### src/rtl/sdc_single_blk_wr_mod_pkg.sv
// Shared definitions for the SD-card single-block write path: FSM encoding,
// CRC16 polynomial and the card's CRC-status tokens.
package sdc_single_blk_wr_mod_pkg;

    typedef enum logic [9:0] {
        ST_IDLE      = 10'b00_0000_0001,
        ST_FETCH     = 10'b00_0000_0010,
        ST_START     = 10'b00_0000_0100,
        ST_SEND_DAT  = 10'b00_0000_1000,
        ST_SEND_CRC  = 10'b00_0001_0000,
        ST_END_BIT   = 10'b00_0010_0000,
        ST_RELEASE   = 10'b00_0100_0000,
        ST_RD_STAT   = 10'b00_1000_0000,
        ST_WAIT_BUSY = 10'b01_0000_0000,
        ST_DONE      = 10'b10_0000_0000
    } state_t;

    localparam logic [15:0] CRC16_POLY  = 16'h1021;

    localparam logic [2:0]  TOK_ACCEPT  = 3'b010;
    localparam logic [2:0]  TOK_CRC_BAD = 3'b101;
    localparam logic [2:0]  TOK_WR_ERR  = 3'b110;

    // One serial step of the x^16+x^12+x^5+1 LFSR.
    function automatic logic [15:0] crc16_step(input logic [15:0] crc, input logic b);
        return {crc[14:0], 1'b0} ^ (((crc[15] ^ b) == 1'b1) ? CRC16_POLY : 16'h0000);
    endfunction

endpackage

### src/rtl/sdc_single_blk_wr_mod_crc16.sv
// Serial CRC16 generator for SD data lines; shared by the read and write paths.
module sdc_crc16_gen
    import sdc_single_blk_wr_mod_pkg::*;
(
    input  logic        clk,
    input  logic        reset,
    input  logic        clr,
    input  logic        en,
    input  logic        bit_in,
    output logic [15:0] crc
);

    logic [15:0] crc_q;
    logic [15:0] crc_d;

    always_comb begin
        crc_d = crc_q;
        if (clr) begin
            crc_d = '0;
        end else if (en) begin
            crc_d = crc16_step(crc_q, bit_in);
        end
    end

    always_ff @(posedge clk) begin
        if (reset) begin
            crc_q <= '0;
        end else begin
            crc_q <= crc_d;
        end
    end

    assign crc = crc_q;

endmodule

### src/rtl/sdc_single_blk_wr_mod.sv
// Single-block write on the SD D0 line: start bit, data, CRC16, end bit,
// then CRC-status token and busy handling from the card.
module sdc_single_blk_wr_mod
    import sdc_single_blk_wr_mod_pkg::*;
#(
    parameter int WRD_NUM  = 64,
    parameter int STAT_TMO = 16
) (
    input  logic        sdc_clk,
    input  logic        reset,
    input  logic        strt_wr_strb,
    input  logic [63:0] dat_wrd,
    input  logic        d0_in,
    output logic        d0_out,
    output logic        d0_oe,
    output logic        rd_wrd_strb,
    output logic        tfc,
    output logic        crc_err,
    output logic        wr_busy
);

    localparam logic [7:0] WRD_LAST = 8'(WRD_NUM - 1);
    localparam logic [5:0] TMO_LAST = 6'(STAT_TMO - 1);

    state_t      state_q,    state_d;
    logic [5:0]  bit_cnt_q,  bit_cnt_d;
    logic [7:0]  wrd_cnt_q,  wrd_cnt_d;
    logic [2:0]  stat_cnt_q, stat_cnt_d;
    logic [2:0]  tok_q,      tok_d;
    logic [63:0] shift_q,    shift_d;
    logic        crc_err_q,  crc_err_d;

    logic        crc_clr;
    logic        crc_en;
    logic [15:0] crc_val;
    logic [3:0]  crc_idx;

    assign crc_clr = (state_q == ST_IDLE) && strt_wr_strb;
    assign crc_en  = (state_q == ST_SEND_DAT);
    assign crc_idx = 4'd15 - bit_cnt_q[3:0];

    sdc_crc16_gen u_crc (
        .clk    (sdc_clk),
        .reset  (reset),
        .clr    (crc_clr),
        .en     (crc_en),
        .bit_in (shift_q[63]),
        .crc    (crc_val)
    );

    always_ff @(posedge sdc_clk) begin
        if (reset) begin
            state_q    <= ST_IDLE;
            bit_cnt_q  <= '0;
            wrd_cnt_q  <= '0;
            stat_cnt_q <= '0;
            tok_q      <= '0;
            shift_q    <= '0;
            crc_err_q  <= 1'b0;
        end else begin
            state_q    <= state_d;
            bit_cnt_q  <= bit_cnt_d;
            wrd_cnt_q  <= wrd_cnt_d;
            stat_cnt_q <= stat_cnt_d;
            tok_q      <= tok_d;
            shift_q    <= shift_d;
            crc_err_q  <= crc_err_d;
        end
    end

    always_comb begin
        state_d    = state_q;
        bit_cnt_d  = bit_cnt_q;
        wrd_cnt_d  = wrd_cnt_q;
        stat_cnt_d = stat_cnt_q;
        tok_d      = tok_q;
        shift_d    = shift_q;
        crc_err_d  = crc_err_q;
        case (state_q)
            ST_IDLE: begin
                if (strt_wr_strb) begin
                    state_d   = ST_FETCH;
                    crc_err_d = 1'b0;
                    bit_cnt_d = '0;
                    wrd_cnt_d = '0;
                end
            end
            ST_FETCH: state_d = ST_START;
            ST_START: begin
                shift_d   = dat_wrd;
                bit_cnt_d = '0;
                wrd_cnt_d = '0;
                state_d   = ST_SEND_DAT;
            end
            ST_SEND_DAT: begin
                bit_cnt_d = bit_cnt_q + 6'd1;
                // The next word arrives while bit 0 is on the line, so reload without a gap.
                if (bit_cnt_q == 6'd63) begin
                    if (wrd_cnt_q == WRD_LAST) begin
                        wrd_cnt_d = '0;
                        state_d   = ST_SEND_CRC;
                    end else begin
                        wrd_cnt_d = wrd_cnt_q + 8'd1;
                        shift_d   = dat_wrd;
                    end
                end else begin
                    shift_d = {shift_q[62:0], 1'b0};
                end
            end
            ST_SEND_CRC: begin
                if (bit_cnt_q == 6'd15) begin
                    bit_cnt_d = '0;
                    state_d   = ST_END_BIT;
                end else begin
                    bit_cnt_d = bit_cnt_q + 6'd1;
                end
            end
            ST_END_BIT: begin
                bit_cnt_d = '0;
                state_d   = ST_RELEASE;
            end
            ST_RELEASE: begin
                if (bit_cnt_q == 6'd1) begin
                    bit_cnt_d  = '0;
                    stat_cnt_d = '0;
                    state_d    = ST_RD_STAT;
                end else begin
                    bit_cnt_d = bit_cnt_q + 6'd1;
                end
            end
            ST_RD_STAT: begin
                // stat_cnt: 0 = hunting start bit, 1..3 = token bits, 4 = end bit.
                if (stat_cnt_q == 3'd0) begin
                    if (!d0_in) begin
                        stat_cnt_d = 3'd1;
                        bit_cnt_d  = '0;
                    end else if (bit_cnt_q == TMO_LAST) begin
                        crc_err_d = 1'b1;
                        bit_cnt_d = '0;
                        state_d   = ST_DONE;
                    end else begin
                        bit_cnt_d = bit_cnt_q + 6'd1;
                    end
                end else if (stat_cnt_q <= 3'd3) begin
                    tok_d      = {tok_q[1:0], d0_in};
                    stat_cnt_d = stat_cnt_q + 3'd1;
                end else begin
                    case (tok_q)
                        TOK_ACCEPT:              crc_err_d = crc_err_q;
                        TOK_CRC_BAD, TOK_WR_ERR: crc_err_d = 1'b1;
                        default:                 crc_err_d = 1'b1;
                    endcase
                    stat_cnt_d = '0;
                    state_d    = ST_WAIT_BUSY;
                end
            end
            ST_WAIT_BUSY: begin
                if (d0_in) begin
                    state_d = ST_DONE;
                end
            end
            ST_DONE: state_d = ST_IDLE;
            default: state_d = ST_IDLE;
        endcase
    end

    always_comb begin
        d0_oe       = 1'b0;
        d0_out      = 1'b1;
        rd_wrd_strb = 1'b0;
        tfc         = 1'b0;
        case (state_q)
            ST_FETCH: rd_wrd_strb = 1'b1;
            ST_START: begin
                d0_oe  = 1'b1;
                d0_out = 1'b0;
            end
            ST_SEND_DAT: begin
                d0_oe       = 1'b1;
                d0_out      = shift_q[63];
                rd_wrd_strb = (bit_cnt_q == 6'd62) && (wrd_cnt_q != WRD_LAST);
            end
            ST_SEND_CRC: begin
                d0_oe  = 1'b1;
                d0_out = crc_val[crc_idx];
            end
            ST_END_BIT: d0_oe = 1'b1;
            ST_DONE:    tfc   = 1'b1;
            default: ;
        endcase
    end

    assign crc_err = crc_err_q;
    assign wr_busy = (state_q != ST_IDLE);

endmodule
### config.mk
export PLATFORM = sky130hd
export DESIGN_NAME = sdc_single_blk_wr_mod
export DESIGN_NICKNAME = d
export VERILOG_FILES = /design/src/rtl/sdc_single_blk_wr_mod_pkg.sv /design/src/rtl/sdc_single_blk_wr_mod_crc16.sv /design/src/rtl/sdc_single_blk_wr_mod.sv
export SDC_FILE = /design/constraint.sdc
export NUM_CORES = 1
export LEC_CHECK = 0
export ABC_AREA = 1
export BUFFER_PORTS_ARGS = -buffer_cell sky130_fd_sc_hd__buf_2
export CAP_MARGIN = 10
export CORE_AREA = 4 4 158 99
export DETAILED_ROUTE_END_ITERATION = 16
export DIE_AREA = 0 0 162 103
export GPL_ROUTABILITY_DRIVEN = 0
export GPL_TIMING_DRIVEN = 0
export PLACE_DENSITY = 0.6
export SYNTH_ARGS = -nofsm -noshare
export SYNTH_HDL_FRONTEND = slang
export SYNTH_SLANG_ARGS = --single-unit
### constraint.sdc
create_clock -name sdc_clk -period 5.7 [get_ports sdc_clk]
set_clock_uncertainty 0.2 [all_clocks]
set_input_delay 0.57 -clock sdc_clk [delete_from_list [all_inputs] [get_ports sdc_clk]]
set_output_delay 0.57 -clock sdc_clk [all_outputs]
set_load 0.01 [all_outputs]
==> impl_metrics.tcl, run 1 <==
set metrics [dict create \
    std_cell_rows 34 \
    hold_viol_final 0 \
    path_class "flip-flop to primary output" \
    cts_max_path_buffers 2 \
    yosys-top-cells-area "dfxtp_1 (40%), nand2_1 (16%), a31oi_1 (7.3%)" \
    slew_headroom_pct 49.4 \
    grt_pass1_wl_um 25300 \
    ioPinCount 74 \
    critPathCaptureType "primary output" \
    die_h_um 103 \
    yosys.area.top_type_share_pct 40.0 \
    met1_usage_pct 30.3 \
    seq_area_frac_synth_pct 40.0 \
    maxCapViolCount 0 \
    fin_crit_ns 2.93 \
    cts_root_buffer "clkbuf_16" \
    cts_buffers 9 \
    path_clk_slew_ns 0.08 \
    initial_utilization_pct 39.1 \
    die_area_sq_mm 0.0167 \
    synth_nets 895 \
    netlist_instances 821 \
    met2_usage_pct 24.4 \
    cts_setup_buffers 0 \
    rsz0062_at_grt "false" \
    cp_max_fo 10 \
    cp-start-kind "flip-flop" \
    utilization_pct 45.5 \
    dp_hpwl_um 11400 \
    routed_wl_um 15300 \
    cts-htree-levels 3 \
    period_share_pct 51.4 \
    synth_top_cell_by_area "dfxtp_1" \
    cp.required_ns 4.93 \
    cp_data_arrival_time_ns 2.16 \
    grt.busiest_layer "met1" \
    grt_usage_pct 18.7 \
    worstMarginPinSlew_ns 0.754 \
    overflow 0 \
    clock-sinks 111 \
    vias 5607 \
    antenna_found_initial 0 \
    viasPerCell 5.07 \
    die_x_um 162 \
    postRouteAntennaNets 0 \
    portBuffers 72 \
    finalMaxSlewViolations 0 \
    coreArea_sq_mm 0.0142 \
    cts_resized 0 \
    fmax_ghz 0.341 \
    n_antenna_cell 0 \
    powerDensity_mw_per_mm2 370 \
    finalSetupViolations 0 \
    fillers 1502 \
    multi_input_area_sq_mm 0.00290 \
    met3_usage_pct 4.51 \
    peakVddDrop_v 0.000231 \
    synth.distinct_cells 36 \
    drcViolationCount 0 \
    ys_ff_latch 111 \
    syn_area_sq_mm 0.00556 \
    wire_per_inst_um 13.8 \
    first_pass_iters 5 \
    final-seq-area_sq_mm 0.00222 \
    hold_class "primary input to flip-flop" \
    first_iter_violations 652 \
    cts_tree "done" \
    clk_latency_ns 0.35 \
    drive_gt1_share_pct 15.5 \
    p_leak_nw 2.79 \
    grt_pass1_vias 4859 \
    ys_warn_count 0 \
    syn_to_final_growth_pct 16.3 \
    outcome "complete, no violations" \
    avgSynthCellArea_sq_um 6.77 \
    nets 978 \
    fin_setup_tns_ns 0 \
    hold_buffers 0 \
    grt_start_max_net_pins 22 \
]
## cells in the mapped netlist
cell type  instances
a211oi_1           3
a21o_1             2
a21oi_1           34
a21oi_2            1
a22o_1             1
a31o_2             1
a31oi_1           65
buf_1              1
buf_2             25
buf_4              3
clkbuf_1          17
dfxtp_1          111
ha_1               6
inv_1             54
inv_2              4
nand2_1          244
nand2_2            4
nand3_1           40
nand3_2            1
nand3b_1           1
nand4_1           19
nor2_1            68
nor2_2             6
nor2_4             3
nor2b_1            1
nor3_1             9
nor3_2             1
o211ai_1           2
o21ai_0           25
o21ai_1           55
o21ai_2            3
o21bai_1           2
o22ai_1            4
or2_2              1
xnor2_1            2
xor2_1             2
## routing by layer
metal | up-vias | routed length [um]
met5 | - | 0
li1 | 2923 | -
met4 | 0 | 131
met1 | 2494 | 8370
met2 | 178 | 5650
met3 | 12 | 1170
## report_power, final
part,switching (W),internal (W)
Combinational,0.000598,0.000255
Sequential,0.0000517,0.000856
Clock,0.000321,0.000311
Total,0.000971,0.00142
## final timing paths
path,start,endpoint,slack (ns),cells after the start
worst min register to register,crc_err,crc_err,0.26,2
worst max register to register,bit_cnt_q[0],wrd_cnt_q[3],3.32,10
worst max-delay path,bit_cnt_q[0],d0_out,2.77,8
worst min-delay path,reset,shift_q[0],0.25,2
## area by class of cell
type | instances | share of cell area [%]
Clock buffer | 9 | 3.48
Sequential cell | 111 | 34.4
Buffer | 46 | 3.33
Timing Repair Buffer | 72 | 5.58
Multi-Input combinational cell | 606 | 44.9
Inverter | 58 | 3.37
Tap cell | 198 | 3.83
Clock inverter | 7 | 1.08
## sequential cells by signal (all words and copies together), names as in the netlist
register    count
tok_q           3
bit_cnt_q       6
shift_q        64
u_crc.crc      16
wrd_cnt_q       8
stat_cnt_q      3
state_q        10
crc_err         1
## cells by family (layout without fill, tap and decap cells)
family / count (synthesis) / in the layout / synth area share, %
buffers and inverters: 104 / 192 / 7.79
AND/OR/NAND/NOR: 398 / 398 / 30.1
AO/OA/AOI/OAI: 198 / 198 / 20.2
flip-flops: 111 / 111 / 40.0
XOR/XNOR: 4 / 4 / 0.630
adder cells (fa/ha/maj): 6 / 6 / 1.35
## cell usage in the layout (no fill, tap or decap), types with 3 or more instances in the layout
cell / Yosys / layout
nand2_1: 244 / 244
dfxtp_1: 111 / 111
buf_2: 25 / 97
nor2_1: 68 / 68
a31oi_1: 65 / 65
o21ai_1: 55 / 55
inv_1: 54 / 54
nand3_1: 40 / 40
a21oi_1: 34 / 34
o21ai_0: 25 / 25
nand4_1: 19 / 19
clkbuf_1: 17 / 17
nor3_1: 9 / 9
clkbuf_16: 0 / 9
nor2_2: 6 / 6
ha_1: 6 / 6
o22ai_1: 4 / 4
nand2_2: 4 / 4
inv_2: 4 / 4
buf_4: 3 / 3
nor2_4: 3 / 3
o21ai_2: 3 / 3
a211oi_1: 3 / 3
inv_6: 0 / 3
## worst max-delay path, stage by stage (launching register included)
cell and delay, ns:
dfxtp_1 0.50, clkbuf_1 0.38, o21ai_0 0.15, o22ai_1 0.24, nand2_1 0.07, a21oi_1 0.12, nor2_1 0.05, o21bai_1 0.14
buf_2 0.15
## metrics by stage
| stage | cells | total power (W) | setup slack, ns | area (sq um) | hold WS (ns) |
|---|---|---|---|---|---|
| after floorplan | 821 | 0.00152 | 3.57 | 5560 | 0.225 |
| after global placement | 1091 | 0.00176 | 3.17 | 6170 | 0.242 |
| after detailed placement | 1091 | 0.00176 | 3.17 | 6170 | 0.242 |
| after CTS | 1107 | 0.00240 | 2.79 | 6460 | 0.247 |
| after global routing | 1107 | 0.00257 | 2.45 | 6460 | 0.251 |
| final | 1107 | 0.00239 | 2.77 | 6460 | 0.252 |
Note: power is estimated with default switching activity, not from simulation.
==> run 2: changes to the inputs <==
--- a/config.mk
+++ b/config.mk
@@ -13,7 +13,7 @@
 export DIE_AREA = 0 0 162 103
 export GPL_ROUTABILITY_DRIVEN = 0
 export GPL_TIMING_DRIVEN = 0
-export PLACE_DENSITY = 0.6
+export PLACE_DENSITY = 0.62
 export SYNTH_ARGS = -nofsm -noshare
 export SYNTH_HDL_FRONTEND = slang
 export SYNTH_SLANG_ARGS = --single-unit
==> constraint.sdc (replaced) <==
create_clock -name sdc_clk -period 2.68 [get_ports sdc_clk]
set_clock_uncertainty 0.2 [all_clocks]
set_input_delay 0.268 -clock sdc_clk [delete_from_list [all_inputs] [get_ports sdc_clk]]
set_output_delay 0.268 -clock sdc_clk [all_outputs]
set_load 0.01 [all_outputs]
==> run 2 against run 1 <==
  * The run now ends with hold timing left
  * Sequential power grew 110%
  * First-iteration DRC count shrank 11%
  * Worst hold slack lost 0.25 ns
  * Count of clock-buffer cells in the layout grew 1
  * Critical path type unchanged
  * Largest cell class unchanged
  * Highest routed layer unchanged
==> impl_metrics.tcl, run 2 (same netlist as run 1, synthesis figures left out) <==
set metrics [dict create \
    clk_latency_ns 0.35 \
    drive_gt1_share_pct 15.3 \
    die_area_sq_mm 0.0167 \
    initial_utilization_pct 39.1 \
    dp_hpwl_um 11200 \
    layout_commonest_cell "nand2_1" \
    cp.required_ns 2.21 \
    wire_per_inst_um 13.7 \
    first_pass_iters 5 \
    cts_setup_buffers 0 \
    r2r-end "shift_q[32]" \
    top_register "shift_q" \
    cp-start-kind "flip-flop" \
    postRouteAntennaNets 0 \
    crit_chain "nor2_2 > nand2_2 > nor3_4 > buf_2 > a22o_1 > o21bai_1 > buf_2" \
    critPathCaptureType "primary output" \
    worstMarginPinSlew_ns 0.621 \
    path_class "flip-flop to primary output" \
    antenna_found_initial 0 \
    rsz0062_at_grt "false" \
    std_cell_rows 34 \
    cts_tree "done" \
    routed_wl_um 15800 \
    vias 5829 \
    portBuffers 72 \
    grt_pass1_wl_um 25400 \
    largest_register_ffs 64 \
    cp_max_fo 10 \
    crit_family "simple AND/OR/NAND/NOR gates" \
    ioPinCount 74 \
    drcViolationCount 0 \
    r2r_cells 10 \
    worst_path_largest_cell_delay_ns 0.35 \
    grt_usage_pct 18.7 \
    fillers 1443 \
    coreArea_sq_mm 0.0142 \
    cts_max_path_buffers 2 \
    fin_crit_ns 2.53 \
    grt_start_max_net_pins 20 \
    path_buf_inv 2 \
    outcome "finished with violations" \
    peakVddDrop_v 0.000450 \
    hold_path_depth 3 \
    slew_headroom_pct 58.3 \
    final_cell_mix "nand2_1 (243), dfxtp_1 (110), buf_2 (98)" \
    crit_slowest_cell "dfxtp_1" \
    nets 1026 \
    violations "hold timing" \
    cpMostUsedCell "buf_2" \
    powerDensity_mw_per_mm2 742 \
    cts-htree-levels 3 \
    hold_class "primary input to flip-flop" \
    layoutNonFillerInstCount 1155 \
    syn_to_final_growth_pct 25.5 \
    grt_pass1_vias 5049 \
    maxCapViolCount 0 \
    dp_cells 1091 \
    n_antenna_cell 0 \
    finalSetupViolations 0 \
    p_leak_nw 3.00 \
    holdWs_ns -0.00118 \
    hold_end "shift_q[10]" \
    fin_setup_tns_ns 0 \
    period_share_pct 94.3 \
    path_clk_slew_ns 0.07 \
    finalMaxSlewViolations 0 \
    reg2reg_from "bit_cnt_q[0]" \
    first_iter_violations 581 \
    cts_buffers 9 \
    die_x_um 162 \
    cp_data_arrival_time_ns 2.06 \
    hold_start "dat_wrd[10]" \
    rrSetupSlack_ns 0.40 \
    die_h_um 103 \
    clock-sinks 111 \
    fmax_ghz 0.396 \
    overflow 0 \
    cts_root_buffer "clkbuf_16" \
    hold_viol_final 1 \
    viasPerCell 5.05 \
]
[run 2: cell count changes in the layout (fill, tap and decap cells not counted), sizes merged]
| cell | before | now |
|---|---|---|
| buf | 101 | 102 |
| clkinvlp | 0 | 1 |
| dlygate4sd3 | 0 | 48 |
| inv | 63 | 60 |
| bufinv | 0 | 1 |
[run 2: worst max-delay path by stage]
stage                  from           end  cells past startpoint
3_5_place_dp   bit_cnt_q[0]   shift_q[38]                      9
4_1_cts        bit_cnt_q[0]        d0_out                      8
2_1_floorplan  bit_cnt_q[0]   shift_q[13]                     10
3_3_place_gp   bit_cnt_q[0]  wrd_cnt_q[6]                     10
5_1_grt          state_q[0]        d0_out                      7
6_report         state_q[0]        d0_out                      7
[run 2: through the flow]
step | area, sq um | hold WS (ns) | util (%) | power (W) | worst slack, ns
floorplan | 5560 | 0.146 | - | 0.00324 | 0.750
global placement | 6170 | 0.244 | 43.4 | 0.00373 | 0.326
detailed placement | 6170 | 0.243 | 43.4 | 0.00371 | 0.301
CTS | 6960 | 0.000109 | 49.0 | 0.00516 | 0.0280
global route | 6980 | 0.00619 | 49.1 | 0.00553 | 0.0279
finish | 6980 | -0.00118 | 49.1 | 0.00518 | 0.152
[run 2: tightest hold or removal path, delay by kind of cell]
| family | cells | cell delay, ns |
|---|---|---|
| AOI/OAI and AO/OA | 1 | 0.08 |
| buffers and inverters | 1 | 0.10 |
| and+or+nand+nor | 1 | 0.05 |
[run 2: layer usage]
metal	part of all wire (%)	GRT usage (%)	up-vias	routed length (um)
met5	0	0	-	0
met4	1.3	4.09	0	201
met3	7.1	3.96	23	1110
met2	39	26.4	211	6100
met1	53	29.0	2578	8350
li1	-	-	3017	-
[run 2: area by class of cell]
type / count / area, sq um / area share (%)
Sequential cell: 111 / 2220 / 31.9
Tap cell: 198 / 248 / 3.55
Inverter: 58 / 218 / 3.12
Clock inverter: 6 / 80.1 / 1.15
Multi-Input combinational cell: 606 / 2920 / 41.8
Timing Repair Buffer: 120 / 841 / 12.1
Clock buffer: 10 / 229 / 3.28
Buffer: 46 / 221 / 3.17
[run 2: what timing repair did]
item                       in CTS  in global routing
hold endpoints to repair       48                  0
setup endpoints to repair       0                  1
gates resized for setup         0                 13
hold buffers                   48                  0
[run 2: power by group]
group | switching [W] | leakage [nW] | internal (W) | total, W
Clock | 0.000645 | 0.146 | 0.000743 | 0.00139
Combinational | 0.00127 | 1.96 | 0.000591 | 0.00186
Sequential | 0.000113 | 0.897 | 0.00182 | 0.00193
Total | 0.00202 | 3.00 | 0.00315 | 0.00518
==> run 3: changes to the inputs <==
--- a/config.mk
+++ b/config.mk
@@ -8,12 +8,12 @@
 export ABC_AREA = 1
 export BUFFER_PORTS_ARGS = -buffer_cell sky130_fd_sc_hd__buf_2
 export CAP_MARGIN = 10
-export CORE_AREA = 4 4 158 99
+export CORE_AREA = 4 4 140 88
 export DETAILED_ROUTE_END_ITERATION = 16
-export DIE_AREA = 0 0 162 103
+export DIE_AREA = 0 0 144 92
 export GPL_ROUTABILITY_DRIVEN = 0
 export GPL_TIMING_DRIVEN = 0
-export PLACE_DENSITY = 0.62
+export PLACE_DENSITY = 0.76
 export SYNTH_ARGS = -nofsm -noshare
 export SYNTH_HDL_FRONTEND = slang
 export SYNTH_SLANG_ARGS = --single-unit
==> constraint.sdc (replaced) <==
create_clock -name sdc_clk -period 2.1 [get_ports sdc_clk]
set_clock_uncertainty 0.2 [all_clocks]
set_input_delay 0.21 -clock sdc_clk [delete_from_list [all_inputs] [get_ports sdc_clk]]
set_output_delay 0.21 -clock sdc_clk [all_outputs]
set_load 0.01 [all_outputs]
==> run 3 against run 2 <==
  * The run ends with setup timing left
  * First-iteration DRC count is 5.5% higher
  * Largest power group is now combinational logic
  * Via count is 7.8% higher
  * Routed wire length is 9.1% higher
  * Flip-flop and latch count stayed put
  * Die area is 21% lower
  * Non-clock buffer count is 46 higher
  * Largest cell class unchanged
  * Highest routed layer unchanged
==> impl_metrics.tcl, run 3 (same netlist as run 1, synthesis figures left out) <==
set metrics [dict create \
    outcome "finished with violations" \
    violations "setup timing" \
    p_leak_nw 3.30 \
    r2r_cells 12 \
    postRouteAntennaNets 0 \
    grt_pass1_wl_um 26800 \
    multi_input_area_sq_mm 0.00312 \
    top_register "shift_q" \
    std_cell_rows 30 \
    cts_buffers 9 \
    rsz0062_at_grt "true" \
    finalPower_w 0.00736 \
    first_pass_iters 6 \
    final_cell_mix "nand2_1 (232), dfxtp_1 (100), buf_2 (80)" \
    nets 1072 \
    peakVddDrop_v 0.000649 \
    grt_usage_pct 24.7 \
    fmax_ghz 0.457 \
    grt_start_max_net_pins 21 \
    first_iter_violations 613 \
    drive_gt1_share_pct 22.4 \
    layout_commonest_cell "nand2_1" \
    maxCapViolCount 0 \
    dp_hpwl_um 10700 \
    r2r-end "bit_cnt_q[5]" \
    finalSetupViolations 3 \
    worstMarginPinSlew_ns 0.602 \
    die_area_sq_mm 0.0132 \
    cp_max_fo 4 \
    cts_tree "done" \
    fin_crit_ns 2.19 \
    utilization_pct 68.9 \
    p_comb_share_pct 41.8 \
    die_x_um 144 \
    path_class "flip-flop to primary output" \
    antenna_found_initial 0 \
    cts_max_path_buffers 2 \
    period_share_pct 104 \
    setup_ws_ns -0.0885 \
    path_clk_slew_ns 0.07 \
    syn_to_final_growth_pct 37.2 \
    slew_headroom_pct 59.9 \
    crit_end "d0_out" \
    initial_utilization_pct 50.2 \
    vias 6286 \
    wire_per_inst_um 15.0 \
    die_h_um 92 \
    drcViolationCount 0 \
    fillers 865 \
    hold_viol_final 0 \
    clock-sinks 111 \
    cp.required_ns 1.69 \
    cp-startpoint "state_q[9]" \
    p_int_w 0.00443 \
    cts-htree-levels 3 \
    reg2reg_from "state_q[9]" \
    cp_data_arrival_time_ns 1.78 \
    portBuffers 72 \
    clk_latency_ns 0.35 \
    seqPwrFrac_pct 34.0 \
    overflow 0 \
    coreArea_sq_mm 0.0111 \
    grt_pass1_vias 5576 \
    p_sw_share_pct 39.7 \
    viasPerCell 5.48 \
    cts_root_buffer "clkbuf_16" \
    hold_class "primary input to flip-flop" \
    n_antenna_cell 0 \
    final-seq-area_sq_mm 0.00224 \
    critPathCaptureType "primary output" \
    power.share.clock_pct 24.2 \
    switchingPower_w 0.00292 \
    powerDensity_mw_per_mm2 965 \
    finalMaxSlewViolations 0 \
    routed_wl_um 17200 \
    rrSetupSlack_ns 0 \
    cp-start-kind "flip-flop" \
    ioPinCount 74 \
    largest_register_ffs 64 \
]
-- run 3: through the flow --
step / instances / TNS, ns / instance area [sq um] / hold WS, ns / setup slack (ns)
CTS: 1135 / -0.0703 / 7300 / 0.0847 / -0.0703
global route: 1147 / -1.14 / 7630 / 0.133 / -0.158
global placement: 1037 / -10.67 / 6100 / 0.239 / -0.178
floorplan: 821 / 0 / 5560 / 0.0885 / 0.170
finish: 1147 / -0.146 / 7630 / 0.103 / -0.0885
detailed placement: 1037 / -10.33 / 6100 / 0.249 / -0.185
-- run 3: cell type report --
type / count / share of cell area (%)
flip-flops and latches: 111 / 29.4
inverters: 58 / 2.95
clock buffers: 9 / 2.95
multi-input cells: 606 / 40.9
plain buffers: 46 / 3.97
repair buffers: 166 / 16.3
well taps: 144 / 2.36
clock inverters: 7 / 1.15
-- run 3: worst min path at each step --
stage	depth (start not counted)	from	to
2_1_floorplan	1	reset	shift_q[0]
6_report	4	strt_wr_strb	state_q[0]
5_1_grt	4	strt_wr_strb	state_q[0]
3_3_place_gp	2	crc_err	crc_err
3_5_place_dp	2	tok_q[2]	tok_q[2]
4_1_cts	4	strt_wr_strb	state_q[0]
-- run 3: worst max-delay path, stage by stage (launching register included) --
cell and delay [ns]:
dfxtp_2 0.34, nor2_4 0.14, buf_6 0.13, nand2_8 0.06
nor2_4 0.17, o21ai_4 0.10, a22o_1 0.18, o21bai_1 0.16
buf_2 0.14
-- run 3: timing repair --
action,CTS,global route
buffers inserted,17,12
gates resized for setup,37,85
endpoints found under the setup margin,89,103
hold endpoints to repair,65,0
pin swaps,10,20
hold buffers,65,0
-- run 3: power groups by stage --
stage / clock, W / combinational [W] / sequential, W
6_report: 0.00178 / 0.00307 / 0.00250
5_1_grt: 0.00188 / 0.00333 / 0.00253
4_1_cts: 0.00181 / 0.00257 / 0.00248
3_5_place_dp: 0 / 0.00223 / 0.00251
3_3_place_gp: 0 / 0.00221 / 0.00251
2_1_floorplan: 0 / 0.00166 / 0.00248
-- run 3: metal layers --
layer / up-vias / track usage, % / part of all wire, %
met5: - / 0 / 0
met2: 305 / 35.7 / 43
met4: 0 / 7.21 / 2.5
li1: 3118 / - / -
met3: 55 / 4.53 / 8.1
met1: 2808 / 37.1 / 47
